===== src/rtl/seg_scan_driver_pkg.sv =====
// Shared constants and helpers for the clock display back-end.
package seg_scan_driver_pkg;

  localparam logic [6:0] SEG_BLANK = 7'b1111111;
  localparam logic [3:0] EN_OFF    = 4'b1111;

  typedef enum logic {
    PAGE_HHMM = 1'b0,
    PAGE_MMSS = 1'b1
  } page_e;

  // Digit positions, 0 = rightmost
  localparam logic [1:0] DIG_0 = 2'd0;
  localparam logic [1:0] DIG_1 = 2'd1;
  localparam logic [1:0] DIG_2 = 2'd2;
  localparam logic [1:0] DIG_3 = 2'd3;

  // Four BCD digits, index 3 = leftmost
  typedef logic [3:0][3:0] digits_t;

  // Pick the four displayed digits for the selected page
  function automatic digits_t page_sel(input logic pg,
                                       input logic [3:0] ht, hu, mt, mu, st, su);
    return (pg == PAGE_MMSS) ? {mt, mu, st, su} : {ht, hu, mt, mu};
  endfunction

endpackage


===== src/rtl/seg_scan_driver_if.sv =====
// Time digits and display controls in, multiplexed display lines out.
interface seg_scan_driver_if;
  logic [3:0] hr_t, hr_u, min_t, min_u, sec_t, sec_u;
  logic       page;
  logic       lzb;
  logic       dp_on;
  logic [3:0] blink_mask;
  logic [6:0] seg;
  logic [3:0] en;
  logic       dp;

  // Clock core side: supplies digits/controls, observes the display lines
  modport master (
    output hr_t, hr_u, min_t, min_u, sec_t, sec_u, page, lzb, dp_on, blink_mask,
    input  seg, en, dp
  );

  // Display driver side
  modport slave (
    input  hr_t, hr_u, min_t, min_u, sec_t, sec_u, page, lzb, dp_on, blink_mask,
    output seg, en, dp
  );
endinterface


===== src/rtl/seg_scan_driver_hex7seg.sv =====
// Hex digit to active-low 7-segment pattern {a,b,c,d,e,f,g}.
module seg_scan_driver_hex7seg (
  input  logic [3:0] val,
  output logic [6:0] seg
);

  // Full hex glyph set; codes above 9 show A..F rather than an error mark
  always_comb begin
    seg = 7'b1111111;
    unique case (val)
      4'h0: seg = 7'b0000001;
      4'h1: seg = 7'b1001111;
      4'h2: seg = 7'b0010010;
      4'h3: seg = 7'b0000110;
      4'h4: seg = 7'b1001100;
      4'h5: seg = 7'b0100100;
      4'h6: seg = 7'b0100000;
      4'h7: seg = 7'b0001111;
      4'h8: seg = 7'b0000000;
      4'h9: seg = 7'b0000100;
      4'ha: seg = 7'b0001000;
      4'hb: seg = 7'b1100000;
      4'hc: seg = 7'b0110001;
      4'hd: seg = 7'b1000010;
      4'he: seg = 7'b0110000;
      4'hf: seg = 7'b0111000;
    endcase
  end

endmodule


===== src/rtl/seg_scan_driver.sv =====
// Scans four of the six time digits onto a common-anode 4-digit display,
// with page select, leading-zero blanking, separator dot and digit blink.
module seg_scan_driver
  import seg_scan_driver_pkg::*;
#(
  parameter int SCAN_DIV     = 100000,
  parameter int BLINK_FRAMES = 128
) (
  input  logic clk,
  input  logic clr,
  seg_scan_driver_if.slave bus
);

  localparam int PW = (SCAN_DIV > 1)     ? $clog2(SCAN_DIV)     : 1;
  localparam int FW = (BLINK_FRAMES > 1) ? $clog2(BLINK_FRAMES) : 1;

  logic [PW-1:0] pre;
  logic          tick;
  logic [1:0]    idx, idx_nx;
  logic          fbnd;
  digits_t       live, snap;
  logic          snap_lzb;
  logic          run;
  logic [FW-1:0] fc;
  logic          phase, wrap, ph_eff;
  logic [3:0]    cur_val;
  logic [6:0]    hex_seg, seg_nx, seg_q;
  logic [3:0]    en_nx, en_q;
  logic          dp_nx, dp_q, blinked, lz_blank;

  assign tick   = (pre == PW'(SCAN_DIV - 1));
  assign idx_nx = idx + 2'd1;
  assign fbnd   = tick && (idx == DIG_3);
  assign live   = page_sel(bus.page, bus.hr_t, bus.hr_u, bus.min_t, bus.min_u,
                           bus.sec_t, bus.sec_u);

  // The first boundary after reset only opens frame 0; later ones close a frame
  assign wrap   = fbnd && run && (fc == FW'(BLINK_FRAMES - 1));
  // Phase that applies to the slot being loaded, so a new phase covers all of its frame
  assign ph_eff = phase ^ wrap;

  // Slot-rate prescaler
  always_ff @(posedge clk or posedge clr) begin
    if (clr)       pre <= '0;
    else if (tick) pre <= '0;
    else           pre <= pre + 1'b1;
  end

  // Digit index; reset to 3 so the first tick is a frame boundary
  always_ff @(posedge clk or posedge clr) begin
    if (clr)       idx <= DIG_3;
    else if (tick) idx <= idx_nx;
  end

  // Frame snapshot of the page-selected digits and blank enable
  always_ff @(posedge clk or posedge clr) begin
    if (clr) begin
      snap     <= '0;
      snap_lzb <= 1'b0;
    end else if (fbnd) begin
      snap     <= live;
      snap_lzb <= bus.lzb;
    end
  end

  // Frame counter and blink phase
  always_ff @(posedge clk or posedge clr) begin
    if (clr) begin
      run   <= 1'b0;
      fc    <= '0;
      phase <= 1'b0;
    end else if (fbnd) begin
      run <= 1'b1;
      if (wrap) begin
        fc    <= '0;
        phase <= ~phase;
      end else if (run) begin
        fc <= fc + 1'b1;
      end
    end
  end

  // Digit 0 is loaded on the latching edge itself, so it bypasses the snapshot
  always_comb begin
    cur_val = snap[idx_nx];
    if (fbnd) cur_val = live[DIG_0];
  end

  seg_scan_driver_hex7seg u_hex (
    .val (cur_val),
    .seg (hex_seg)
  );

  // Next display values for the slot being entered
  always_comb begin
    blinked  = ph_eff && bus.blink_mask[idx_nx];
    lz_blank = (idx_nx == DIG_3) && snap_lzb && (snap[DIG_3] == 4'd0);
    seg_nx   = hex_seg;
    if (blinked || lz_blank) seg_nx = SEG_BLANK;
    en_nx    = ~(4'b0001 << idx_nx);
    dp_nx    = ~((idx_nx == DIG_2) && bus.dp_on && !blinked);
  end

  // Registered display lines, changing only at slot boundaries
  always_ff @(posedge clk or posedge clr) begin
    if (clr) begin
      seg_q <= SEG_BLANK;
      en_q  <= EN_OFF;
      dp_q  <= 1'b1;
    end else if (tick) begin
      seg_q <= seg_nx;
      en_q  <= en_nx;
      dp_q  <= dp_nx;
    end
  end

  assign bus.seg = seg_q;
  assign bus.en  = en_q;
  assign bus.dp  = dp_q;

endmodule


===== src/flat_wrapper.sv =====
// flat-port wrapper written by rule: the top's interface ports become plain ports
module seg_scan_driver_flat import seg_scan_driver_pkg::*;
#(
  parameter int SCAN_DIV     = 100000,
  parameter int BLINK_FRAMES = 128
)
  (clk, clr, bus_hr_t, bus_hr_u, bus_min_t, bus_min_u, bus_sec_t, bus_sec_u, bus_page, bus_lzb, bus_dp_on, bus_blink_mask, bus_seg, bus_en, bus_dp);
  seg_scan_driver_if bus_i ();
  input  logic clk;
  input  logic clr;
  input wire logic [$bits(bus_i.hr_t)-1:0] bus_hr_t;
  input wire logic [$bits(bus_i.hr_u)-1:0] bus_hr_u;
  input wire logic [$bits(bus_i.min_t)-1:0] bus_min_t;
  input wire logic [$bits(bus_i.min_u)-1:0] bus_min_u;
  input wire logic [$bits(bus_i.sec_t)-1:0] bus_sec_t;
  input wire logic [$bits(bus_i.sec_u)-1:0] bus_sec_u;
  input wire logic [$bits(bus_i.page)-1:0] bus_page;
  input wire logic [$bits(bus_i.lzb)-1:0] bus_lzb;
  input wire logic [$bits(bus_i.dp_on)-1:0] bus_dp_on;
  input wire logic [$bits(bus_i.blink_mask)-1:0] bus_blink_mask;
  output wire logic [$bits(bus_i.seg)-1:0] bus_seg;
  output wire logic [$bits(bus_i.en)-1:0] bus_en;
  output wire logic [$bits(bus_i.dp)-1:0] bus_dp;
  assign bus_i.hr_t = bus_hr_t;
  assign bus_i.hr_u = bus_hr_u;
  assign bus_i.min_t = bus_min_t;
  assign bus_i.min_u = bus_min_u;
  assign bus_i.sec_t = bus_sec_t;
  assign bus_i.sec_u = bus_sec_u;
  assign bus_i.page = bus_page;
  assign bus_i.lzb = bus_lzb;
  assign bus_i.dp_on = bus_dp_on;
  assign bus_i.blink_mask = bus_blink_mask;
  assign bus_seg = bus_i.seg;
  assign bus_en = bus_i.en;
  assign bus_dp = bus_i.dp;
  seg_scan_driver #(.SCAN_DIV(SCAN_DIV), .BLINK_FRAMES(BLINK_FRAMES)) u_core (.clk(clk), .clr(clr), .bus(bus_i));
endmodule

===== config.mk =====
export PLATFORM = sky130hd
export DESIGN_NAME = seg_scan_driver_flat
export DESIGN_NICKNAME = d
export VERILOG_FILES = /design/src/rtl/seg_scan_driver_pkg.sv /design/src/rtl/seg_scan_driver_if.sv /design/src/rtl/seg_scan_driver_hex7seg.sv /design/src/rtl/seg_scan_driver.sv /design/src/flat_wrapper.sv
export SDC_FILE = /design/constraint.sdc
export NUM_CORES = 1
export LEC_CHECK = 0
export ABC_CLOCK_PERIOD_IN_PS = 3200
export CORE_ASPECT_RATIO = 0.6
export CORE_MARGIN = 5
export CORE_UTILIZATION = 46
export CTS_CLUSTER_SIZE = 12
export DETAILED_ROUTE_END_ITERATION = 6
export GPL_ROUTABILITY_DRIVEN = 0
export PLACE_DENSITY = 0.76
export SLEW_MARGIN = 25
export SYNTH_ARGS = -nofsm -noshare
export SYNTH_HDL_FRONTEND = slang
export SYNTH_SLANG_ARGS = --single-unit

===== constraint.sdc =====
create_clock -name clk -period 3.2 [get_ports clk]
set_input_delay 0.32 -clock clk [delete_from_list [all_inputs] [get_ports clk]]
set_output_delay 0.32 -clock clk [all_outputs]
set_load 0.01 [all_outputs]

# Word-level counts from Yosys, hierarchy flattened
# Memories as Yosys holds them, arrays and structs flattened.
# Cells that the tools add are included.
dict set report word_totals {
  n_memories 1
  rom_bits 112
  regBits 57
}
dict set report classes {
  n_lt_le_gt_ge 1
  n_shift 1
  mux 10
  eq_ne 5
  n_bitwise 4
  n_reduce_logical 14
  add_sub_neg 3
}
# memory depth width rd rd_ports_with_merged_regs wr line
set memory_table {}
lappend memory_table {{(name not given)} 16 7 1 0 0 seg_scan_driver_hex7seg.sv:10} ;# unique case (val)
# op count
set ops {}
lappend ops {{7-bit two-way mux} 3}
lappend ops {{17-bit by 1-bit adder with 17-bit output (second input constant)} 1}
lappend ops {{17-bit == test (second input constant)} 1}
lappend ops {{17-bit two-way mux} 1}
lappend ops {{16-bit two-way mux} 1}
lappend ops {{4-bit binary-select mux with 2-bit select} 1}
lappend ops {{1-bit logical AND} 8}
lappend ops {{4-bit two-way mux} 2}
lappend ops {{7-bit by 1-bit adder with 7-bit output (second input constant)} 1}
lappend ops {{7-bit == test (second input constant)} 1}
lappend ops {{2-bit == test (second input constant)} 3}
lappend ops {{4-bit zero test} 1}
lappend ops {{4-bit inverter} 1}
lappend ops {{2-bit AND reduction} 2}
lappend ops {{1-bit by 2-bit << shifter with 4-bit output (first input constant)} 1}
lappend ops {{2-bit by 3-bit < comparator with 1-bit output (second input constant)} 1}
lappend ops {{2-bit by 1-bit adder with 2-bit output (second input constant)} 1}
lappend ops {{1-bit binary-select mux with 2-bit select} 1}
lappend ops {{1-bit inverter} 2}
lappend ops {{2-bit nonzero test} 1}
lappend ops {{1-bit zero test} 1}
lappend ops {{1-bit logical OR} 1}
lappend ops {{1-bit two-way mux} 1}
lappend ops {{1-bit XOR} 1}

# Depth between registers and ports, before layout
# Gate-level depths: netlist of the first run.
dict set report logic_depth {
  ltp_word 9
  ltp_mapped 16
  depth_no_buf 14
}

# Hierarchy
# A second synthesis of the first run with hierarchy kept.
dict set report hier_totals {
  cells_unflattened 301
  area_unflattened_um2 3110.5
}
# mod instances cells_per_inst seq_area_each_um2 area_each_um2
set modules_own_cells {}
lappend modules_own_cells {seg_scan_driver 1 269 1443.9 2836.5}
lappend modules_own_cells {seg_scan_driver_hex7seg 1 32 0.0 274.0}

# Worst setup path after synthesis of the first run
# Ideal clock, no wire load.
dict set report synth_path {
  path_kind {reg-to-reg}
  start {register u_core.pre[8]}
  end {register u_core.seg_q[3] (netlist: u_core.bus.seg[3])}
  path_stages_with_launch 12
  setup_slack_ns 0.252
  n_path_buf 2
  t_arrival_ns 2.856
  setup_time_ns 0.092
  period_less_slack_ns 2.948
  cell_sequence {dfrtp_1 or4_4 or4_1 buf_6 nor2_8 buf_4 nand2_1 o21ai_0 inv_1 ha_1 a2111oi_0 nor3_1}
}
dict set report synth_between {
  elab_chain_cells 8
}
# element line
set synth_lines {}
lappend synth_lines {{from (decl)} seg_scan_driver.sv:17} ;# logic [PW-1:0] pre;
lappend synth_lines {{from (signal assigned)} seg_scan_driver.sv:46} ;# else pre <= pre + 1'b1;
lappend synth_lines {{17-bit == test (*)} seg_scan_driver.sv:31} ;# assign tick = (pre == PW'(SCAN_DIV - 1));
lappend synth_lines {{parallel branches: the longest is 7 deep, another holds memory read 16 x 7 bit} -}
lappend synth_lines {{to (signal assigned)} seg_scan_driver.sv:111} ;# seg_q <= seg_nx;
lappend synth_lines {{to (decl)} seg_scan_driver.sv:27} ;# logic [6:0] hex_seg, seg_nx, seg_q;
# Every way passes the cells marked *.
# A chain may end at the register's enable or synchronous reset.

# Final worst setup path of the first run
dict set report layout_path {
  start {register u_core.pre[8]}
  end {register u_core.seg_q[1] (netlist: u_core.bus.seg[1])}
}
# Same word-level chain as after synthesis.

==> results of run 1 <==
==> layer usage <==
metal / global-route usage (%) / vias to the layer above
li1: - / 1261
met1: 27.2 / 1261
met2: 27.4 / 115
met3: 8.62 / 20
met4: 8.02 / 0
met5: 0 / -
==> final cells by class <==
class	instances	area share [%]
multi-input combinational	241	39.7
sequential	57	34.7
timing repair buffer	59	13.3
clock buffer	10	5.50
clock inverter	6	3.13
tap	87	2.62
inverter	11	1.05
==> kinds of logic (layout without fill, tap and decap cells) <==
family / count (synthesis) / after routing
muxes: 27 / 27
buffers and inverters: 22 / 86
AOI/OAI and AO/OA: 68 / 68
xor gates and xnor gates: 19 / 19
and+or+nand+nor: 116 / 116
adders and majority gates: 11 / 11
DFF: 57 / 57
==> cell usage after synthesis, types with 2 or more instances <==
cell type  instances  share of area (%)
nand2b_1           3               0.59
nand2_1           41                4.9
inv_1             11                1.3
clkbuf_1           8               0.95
nand4_1            5               0.99
and3_1             5               0.99
o21ai_0           28                4.4
and2_1             2               0.39
xor2_1             9                2.5
ha_1              11                4.3
mux2_2             3                1.1
nor2b_1            2               0.39
mux4_2             5                3.6
and4_1             2               0.55
a21oi_1           21                3.3
mux2i_1           19                6.0
a21o_1             2               0.47
nand3_1           15                2.4
a2111oi_0          2               0.55
nor2_1            26                3.1
nor3_1             3               0.47
nor3b_1            2               0.47
dfrtp_1           43                 34
dfstp_2           14                 12
xnor2_1           10                2.8
==> power groups by stage <==
| stage | registers [uW] | logic, uW | clock network [uW] |
|---|---|---|---|
| floorplan | 735 | 38.3 | 0 |
| global placement | 736 | 94.8 | 0 |
| detailed placement | 736 | 96.1 | 0 |
| CTS | 724 | 96.2 | 1180 |
| global route | 724 | 105 | 1210 |
| finish | 724 | 95.2 | 1150 |
==> path summary, 6_finish.rpt <==
| path | from | endpoint | slack (ps) | cells after the start |
|---|---|---|---|---|
| worst max-delay path | u_core.pre[8]$_DFF_PP0_ | u_core.bus.seg[1]$_DFFE_PP1N_ | 210 | 13 |
| worst min-delay path | clr | u_core.pre[1]$_DFF_PP0_ | 430 | 2 |
| worst max register to register | u_core.pre[8]$_DFF_PP0_ | u_core.bus.seg[1]$_DFFE_PP1N_ | 210 | 13 |
| worst min register to register | u_core.fc[6]$_DFFE_PP0P_ | u_core.fc[6]$_DFFE_PP0P_ | 470 | 1 |
| min in group clk | u_core.fc[6]$_DFFE_PP0P_ | u_core.fc[6]$_DFFE_PP0P_ | 470 | 1 |
| max in group asynchronous | clr | u_core.bus.seg[2]$_DFFE_PP1N_ | 2120 | 3 |
==> stage by stage <==
| stage | utilization [%] | hold WS [ps] |
|---|---|---|
| final | 62.3 | 430 |
| after CTS | 62.0 | 451 |
| after global placement | 56.6 | 456 |
| after detailed placement | 56.7 | 458 |
| after floorplan | - | 432 |
| after global routing | 62.3 | 482 |
==> sequential cells by signal, summed over array words and instances (netlist names) <==
signal,cells
u_core.idx,2
u_core.run,1
u_core.pre,17
u_core.bus.seg,7
u_core.bus.en,4
u_core.snap_lzb,1
u_core.bus.dp,1
u_core.snap,16
u_core.phase,1
u_core.fc,7
==> repair_timing <==
item | in CTS | in global routing
hold buffers | 0 | 0
buffers inserted | 0 | 1
setup endpoints to repair | 0 | 4
gates resized for setup | 0 | 6
==> impl_metrics.tcl, run 1 <==
set metrics [dict create \
    synthSimpleGateAreaFrac_pct 18.8 \
    tns_ps 0 \
    setup_violations 0 \
    initial_core_util_pct 47.5 \
    syn-num-nets 364 \
    drc 0 \
    tightest_slew_ps 627 \
    power.density_nw_per_um2 474 \
    fin_crit_ps 2990 \
    finalHoldViolCount 0 \
    io_buffers 44 \
    power.total_uw 1970 \
    seqCellArea_um2 1440 \
    post-place-ws_ps 103 \
    cp_slowest_cell "or4_4" \
    layout_setup_ws_ps 213 \
    synth_warnings 0 \
    rsz0062_at_grt "false" \
    drt_iter0_markers 264 \
    swShare_pct 18.2 \
    power_report.internal_total_uw 1610 \
    core-area_um2 6680 \
    num_antenna_cells 0 \
    ys_seq_area_share_pct 45.6 \
    grt_pass1_vias 2644 \
    grt_pass1_wl_um 12900 \
    critical-path-top-delay-family "simple AND/OR/NAND/NOR gates" \
    skew_ps 5.69 \
    chipHeight_um 74.3 \
    place_area_um2 3780 \
    max-slew-margin-rel_pct 58.2 \
    cts_max_level 3 \
    syn-cell-area_um2 3170 \
    wl_met2_um 3150 \
    place_hpwl_um 5720 \
    synth_top_family_by_area "simple AND/OR/NAND/NOR gates" \
    cts_made_buffers 9 \
    drive_gt1_share_pct 15.9 \
    drt-met1-wl_um 3590 \
    worst_ir_drop_vdd_v 0.000345 \
    p_clk_share_pct 58.4 \
    fillers 560 \
    cts.sink_count 57 \
    synth-adder-area-share_pct 4.34 \
    synth_xor_area_share_pct 5.25 \
    place_inst 454 \
    slowest_delay_ps 590 \
    drv_cap 0 \
    syn_inst 320 \
    die_w_um 117 \
    outcome "finished, final reports clean" \
    grt_start_max_net_pins 52 \
    muxShareOfSynthArea_pct 10.6 \
    tritoncts "yes" \
    cp.buffers_inverters 2 \
    final_cell_mix "clkdlybuf4s50_1 (44), dfrtp_1 (43), nand2_1 (41), o21ai_0 (27), nor2_1 (26)" \
    power.switching_uw 359 \
    synth_edf_count 0 \
    vias 2657 \
    synth_ff_type "dfrtp_1" \
    insertion_delay_ps 330 \
    path_class "register to register" \
    cp-start-kind "register" \
    fin_nets 423 \
    arrival_ps 3240 \
    clk_pin_slew_ps 50 \
    power_frac_seq_pct 36.7 \
    dieArea_um2 8700 \
    area_delta_synth_final_pct 31.3 \
    viasPerCell 5.64 \
    grt_overflow 0 \
    fmax_mhz 335 \
    critPathCaptureType "register" \
    cp_data_required_time_ps 3450 \
    antenna_found_initial 0 \
    period_share_pct 93.4 \
    ys_types 53 \
    final_area_um2 4160 \
    path_cells "or4_4, or4_4, nor2_8, nand2_1, o21ai_1, inv_1, ha_1, inv_1, nor2_1, a21oi_1, mux2i_1, nand2_1, a21oi_1" \
    multi_input_area_um2 1650 \
    drtPass1Iterations 4 \
    synth-seq-cells 57 \
    p_leak_uw 0.00183 \
    p_comb_share_pct 4.8 \
    track_usage_pct 19.8 \
    synth-async-reset-ratio_pct 100 \
    synth_area_per_cell_um2 9.90 \
    placementRows 23 \
    fin_cells 471 \
    hold_class "input pin to async pin" \
    clockBufferDepth 2 \
    top_layer "met4" \
    met3WireLength_um 743 \
    synth-compound-area-share_pct 12.5 \
    cp_max_fo 10 \
    slew_viol_final 0 \
    postRouteAntennaNets 0 \
    wl_per_cell_um 16.2 \
    layout_commonest_cell "clkdlybuf4s50_1" \
    io-pin-count 45 \
    ctsRootBufferMaster "clkbuf_16" \
    totalWireLength_um 7610 \
]
(Power assumes the default switching activity.)
==> run 2: changes to the inputs <==
Settings changed: SLEW_MARGIN 25 to 15.
==> impl_metrics.tcl, run 2 (synthesis results as in run 1) <==
set metrics [dict create \
    outcome "finished, final reports clean" \
    initial_core_util_pct 47.5 \
    slew_viol_final 0 \
    clk_pin_slew_ps 50 \
    drt-met1-wl_um 3550 \
    r2r-end "u_core.bus.seg[1]$_DFFE_PP1N_" \
    track_usage_pct 19.5 \
    path_class "register to register" \
    placementRows 23 \
    top_layer "met4" \
    grt_pass1_wl_um 12700 \
    cts_max_level 3 \
    insertion_delay_ps 330 \
    area_delta_synth_final_pct 30.6 \
    drt_iter0_markers 194 \
    fin_nets 423 \
    power.total_uw 1910 \
    setup_violations 0 \
    cp_data_required_time_ps 3450 \
    antenna_found_initial 0 \
    core-area_um2 6680 \
    p_leak_uw 0.00182 \
    dieArea_um2 8700 \
    vias 2663 \
    period_share_pct 94.8 \
    arrival_ps 3290 \
    chipHeight_um 74.3 \
    wl_met2_um 3240 \
    place_hpwl_um 5690 \
    place_area_um2 3780 \
    drc 0 \
    met3WireLength_um 833 \
    grt_pass1_vias 2617 \
    drv_cap 0 \
    io_buffers 44 \
    final_cell_mix "clkdlybuf4s50_1 (44), dfrtp_1 (43), nand2_1 (41), o21ai_0 (28), nor2_1 (26)" \
    hold_class "input pin to async pin" \
    wl_per_cell_um 16.4 \
    critPathCaptureType "register" \
    finalHoldViolCount 0 \
    cp_max_fo 10 \
    final_util_pct 62.0 \
    top_register "u_core.pre" \
    tightest_slew_ps 880 \
    clockBufferDepth 2 \
    num_antenna_cells 0 \
    viasPerCell 5.65 \
    drtPass1Iterations 4 \
    skew_ps 5.29 \
    place_inst 454 \
    fin_cells 471 \
    fillers 551 \
    grt_start_max_net_pins 52 \
    largest_reg_flops 17 \
    reg2reg_depth 13 \
    worst_ir_drop_vdd_v 0.000349 \
    drive_gt1_share_pct 15.6 \
    die_w_um 117 \
    power.density_nw_per_um2 463 \
    max-slew-margin-rel_pct 41.3 \
    final_area_um2 4140 \
    fin_crit_ps 3030 \
    r2r_start "u_core.pre[8]$_DFF_PP0_" \
    cts_made_buffers 9 \
    fmax_mhz 330 \
    totalWireLength_um 7730 \
    io-pin-count 45 \
    postRouteAntennaNets 0 \
    cts.sink_count 57 \
    grt_overflow 0 \
    ctsRootBufferMaster "clkbuf_16" \
    cp-start-kind "register" \
    tritoncts "yes" \
    r2r_slack_ps 170 \
    largestRegisters "u_core.pre (17), u_core.snap (16)" \
    layout_commonest_cell "clkdlybuf4s50_1" \
]
## run 2: worst max-delay path, stage by stage (launching register included)
cell	delay, ps
dfrtp_1	400
or4_4	590
or4_4	550
nor2_8	170
nand2_1	90
o21ai_0	220
inv_1	150
ha_1	280
inv_1	120
nor2_1	60
a21oi_1	110
mux2i_1	80
nand2_1	70
a21oi_1	60
## run 2: what timing repair did
item,in CTS,in global routing
gates resized for setup,0,3
hold buffers,0,0
setup buffers,0,1
endpoints found under the setup margin,0,4
## run 2: metal layers
| layer | vias up | track usage (%) |
|---|---|---|
| met2 | 124 | 27.4 |
| met1 | 1266 | 26.3 |
| li1 | 1260 | - |
| met5 | - | 0 |
| met3 | 13 | 10.2 |
| met4 | 0 | 5.34 |
## run 2: how the worst max path moves through the flow
stage / start / to / slack [ps] / cells after the start
6_report: u_core.pre[8]$_DFF_PP0_ / u_core.bus.seg[1]$_DFFE_PP1N_ / 170 / 13
5_1_grt: u_core.pre[0]$_DFF_PP0_ / u_core.bus.seg[6]$_DFFE_PP1N_ / -10 / 13
4_1_cts: u_core.pre[0]$_DFF_PP0_ / u_core.bus.seg[3]$_DFFE_PP1N_ / 80 / 10
3_5_place_dp: u_core.pre[0]$_DFF_PP0_ / u_core.bus.seg[3]$_DFFE_PP1N_ / 90 / 10
3_3_place_gp: u_core.pre[0]$_DFF_PP0_ / u_core.bus.seg[3]$_DFFE_PP1N_ / 180 / 10
2_1_floorplan: u_core.pre[8]$_DFF_PP0_ / u_core.bus.seg[3]$_DFFE_PP1N_ / 250 / 11
## run 2: metrics by stage
stage	hold slack [ps]	TNS [ps]	setup slack, ps
detailed placement	465	0	94.7
finish	469	0	166
global route	501	-34.5	-13.1
CTS	480	0	80.5
global placement	456	0	184
floorplan	432	0	252
## run 2: final cells by class
class                      instances  area [um^2]  area share, %
multi-input combinational        241         1650           39.8
sequential                        57         1440           34.9
timing repair buffer              59          553           13.4
clock buffer                       9          225           5.44
clock inverter                     7          119           2.87
tap                               87          109           2.63
inverter                          11         42.5           1.03
## run 2: where the power goes
group / switching (uW) / total (uW) / internal, uW
registers: 0.416 / 724 / 724
clock network: 337 / 1100 / 759
logic: 41.6 / 95.1 / 53.5
==> run 3: changes to the inputs <==
Settings changed: CORE_UTILIZATION 46 to 50, CTS_CLUSTER_SIZE 12 to unset, PLACE_DENSITY 0.76 to 0.81, TNS_END_PERCENT set to 30.
==> impl_metrics.tcl, run 3 (synthesis results as in run 1) <==
set metrics [dict create \
    outcome "finished, final reports clean" \
    grt_overflow 0 \
    ctsRootBufferMaster "clkbuf_8" \
    tightest_slew_ps 887 \
    largestRegisters "u_core.pre (17), u_core.snap (16)" \
    fmax_mhz 327 \
    largest_reg_flops 17 \
    grt_start_max_net_pins 53 \
    max-slew-margin-rel_pct 40.8 \
    die_w_um 113 \
    path_class "register to register" \
    cts_max_level 3 \
    fin_crit_ps 3060 \
    tns_ps 0 \
    power.density_nw_per_um2 395 \
    track_usage_pct 20.8 \
    cp-start-kind "register" \
    setup_violations 0 \
    critPathCaptureType "register" \
    grt_pass1_vias 2695 \
    drtPass1Iterations 4 \
    io_buffers 44 \
    drt_iter0_markers 206 \
    clk_pin_slew_ps 60 \
    p_leak_uw 0.00178 \
    vias 2644 \
    slowest_delay_ps 600 \
    dieArea_um2 8080 \
    top_register "u_core.pre" \
    chipHeight_um 71.7 \
    cts.sink_count 57 \
    layout_commonest_cell "clkdlybuf4s50_1" \
    cp_max_fo 6 \
    arrival_ps 3310 \
    cp_data_required_time_ps 3460 \
    viasPerCell 5.64 \
    slew_viol_final 0 \
    postRouteAntennaNets 0 \
    layout_setup_ws_ps 143 \
    insertion_delay_ps 340 \
    cts_made_buffers 9 \
    path_cells "or4_4, or4_1, nor2_8, nand2_1, o21ai_2, inv_1, ha_1, a2111oi_0, nor3_1" \
    hold-worst-slack_ps 456 \
    rsz0062_at_grt "false" \
    totalWireLength_um 7730 \
    drc 0 \
    clockBufferDepth 2 \
    area_delta_synth_final_pct 27.0 \
    place_area_um2 3790 \
    final_area_um2 4030 \
    core-area_um2 6140 \
    worst_ir_drop_vdd_v 0.000230 \
    io-pin-count 45 \
    wl_per_cell_um 16.5 \
    hold_class "input pin to async pin" \
    cp.buffers_inverters 1 \
    drive_gt1_share_pct 15.8 \
    critical-path-top-delay-family "simple AND/OR/NAND/NOR gates" \
    tritoncts "yes" \
    initial_core_util_pct 51.6 \
    antenna_found_initial 0 \
    cts_setup_buffers 0 \
    period_share_pct 95.5 \
    post-place-ws_ps 156 \
    cp_slowest_cell "or4_1" \
    placementRows 22 \
    fin_nets 424 \
    final_cell_mix "clkdlybuf4s50_1 (44), dfrtp_1 (43), nand2_1 (41), o21ai_0 (27), nor2_1 (26)" \
    skew_ps 5.62 \
    num_antenna_cells 0 \
    grt_pass1_wl_um 13300 \
    place_hpwl_um 5870 \
    finalHoldViolCount 0 \
    drv_cap 0 \
]
[run 3: changes by cell type in the layout (fill, tap and decap cells not counted), sizes merged]
cell      change
bufinv        -1
buf           +1
clkinvlp      -1
clkbuf        +2
[run 3: timing repair]
item,in CTS,in global routing
setup endpoints to repair,0,2
gates resized for setup,0,2
hold buffers,0,0
[run 3: final timing paths]
check                           slack [ps]  depth (start not counted)                   startpoint                             to
worst min-delay path                   460                          2                          clr        u_core.pre[1]$_DFF_PP0_
min in group clk                       490                          2  u_core.snap_lzb$_DFFE_PP0P_    u_core.snap_lzb$_DFFE_PP0P_
worst max-delay path                   140                          9      u_core.pre[8]$_DFF_PP0_  u_core.bus.seg[3]$_DFFE_PP1N_
max in group asynchronous             2050                          3                          clr  u_core.bus.seg[1]$_DFFE_PP1N_
worst min register to register         490                          2  u_core.snap_lzb$_DFFE_PP0P_    u_core.snap_lzb$_DFFE_PP0P_
worst max register to register         140                          9      u_core.pre[8]$_DFF_PP0_  u_core.bus.seg[3]$_DFFE_PP1N_
[run 3: final cells by class]
class / count / area [um^2]
Sequential cell: 57 / 1440
Multi-Input combinational cell: 241 / 1640
Inverter: 11 / 42.5
Tap cell: 84 / 105
Clock inverter: 5 / 77.6
Timing Repair Buffer: 60 / 561
Fill cell: 480 / 2110
Clock buffer: 11 / 151
[run 3: metal layers]
| metal | up-vias | wire length [um] | track usage, % |
|---|---|---|---|
| met2 | 114 | 3320 | 30.1 |
| met1 | 1250 | 3590 | 28.6 |
| met3 | 16 | 738 | 8.52 |
| met4 | 0 | 86 | 6.00 |
| li1 | 1264 | - | - |
| met5 | - | 0 | 0 |
[run 3: worst reg2reg max path, cell delays in order, from the launching register on]
cell       delay (ps)
dfrtp_1           400
or4_4             590
or4_1             600
nor2_8            170
nand2_1           110
o21ai_2           150
inv_1             100
ha_1              260
a2111oi_0         510
nor3_1            100
[run 3: through the flow]
step / total power, uW / instances / util [%]
2_1_floorplan: 774 / 320 / -
3_3_place_gp: 830 / 453 / 61.8
3_5_place_dp: 832 / 453 / 61.8
4_1_cts: 1610 / 469 / 65.5
5_1_grt: 1640 / 469 / 65.6
6_report: 1590 / 469 / 65.6
[run 3: report_power, final]
group	leakage [uW]	internal (uW)	switching [uW]
clock network	0.000115	478	293
registers	0.000652	723	0.546
logic	0.00101	53.5	42.2
total	0.00178	1250	336
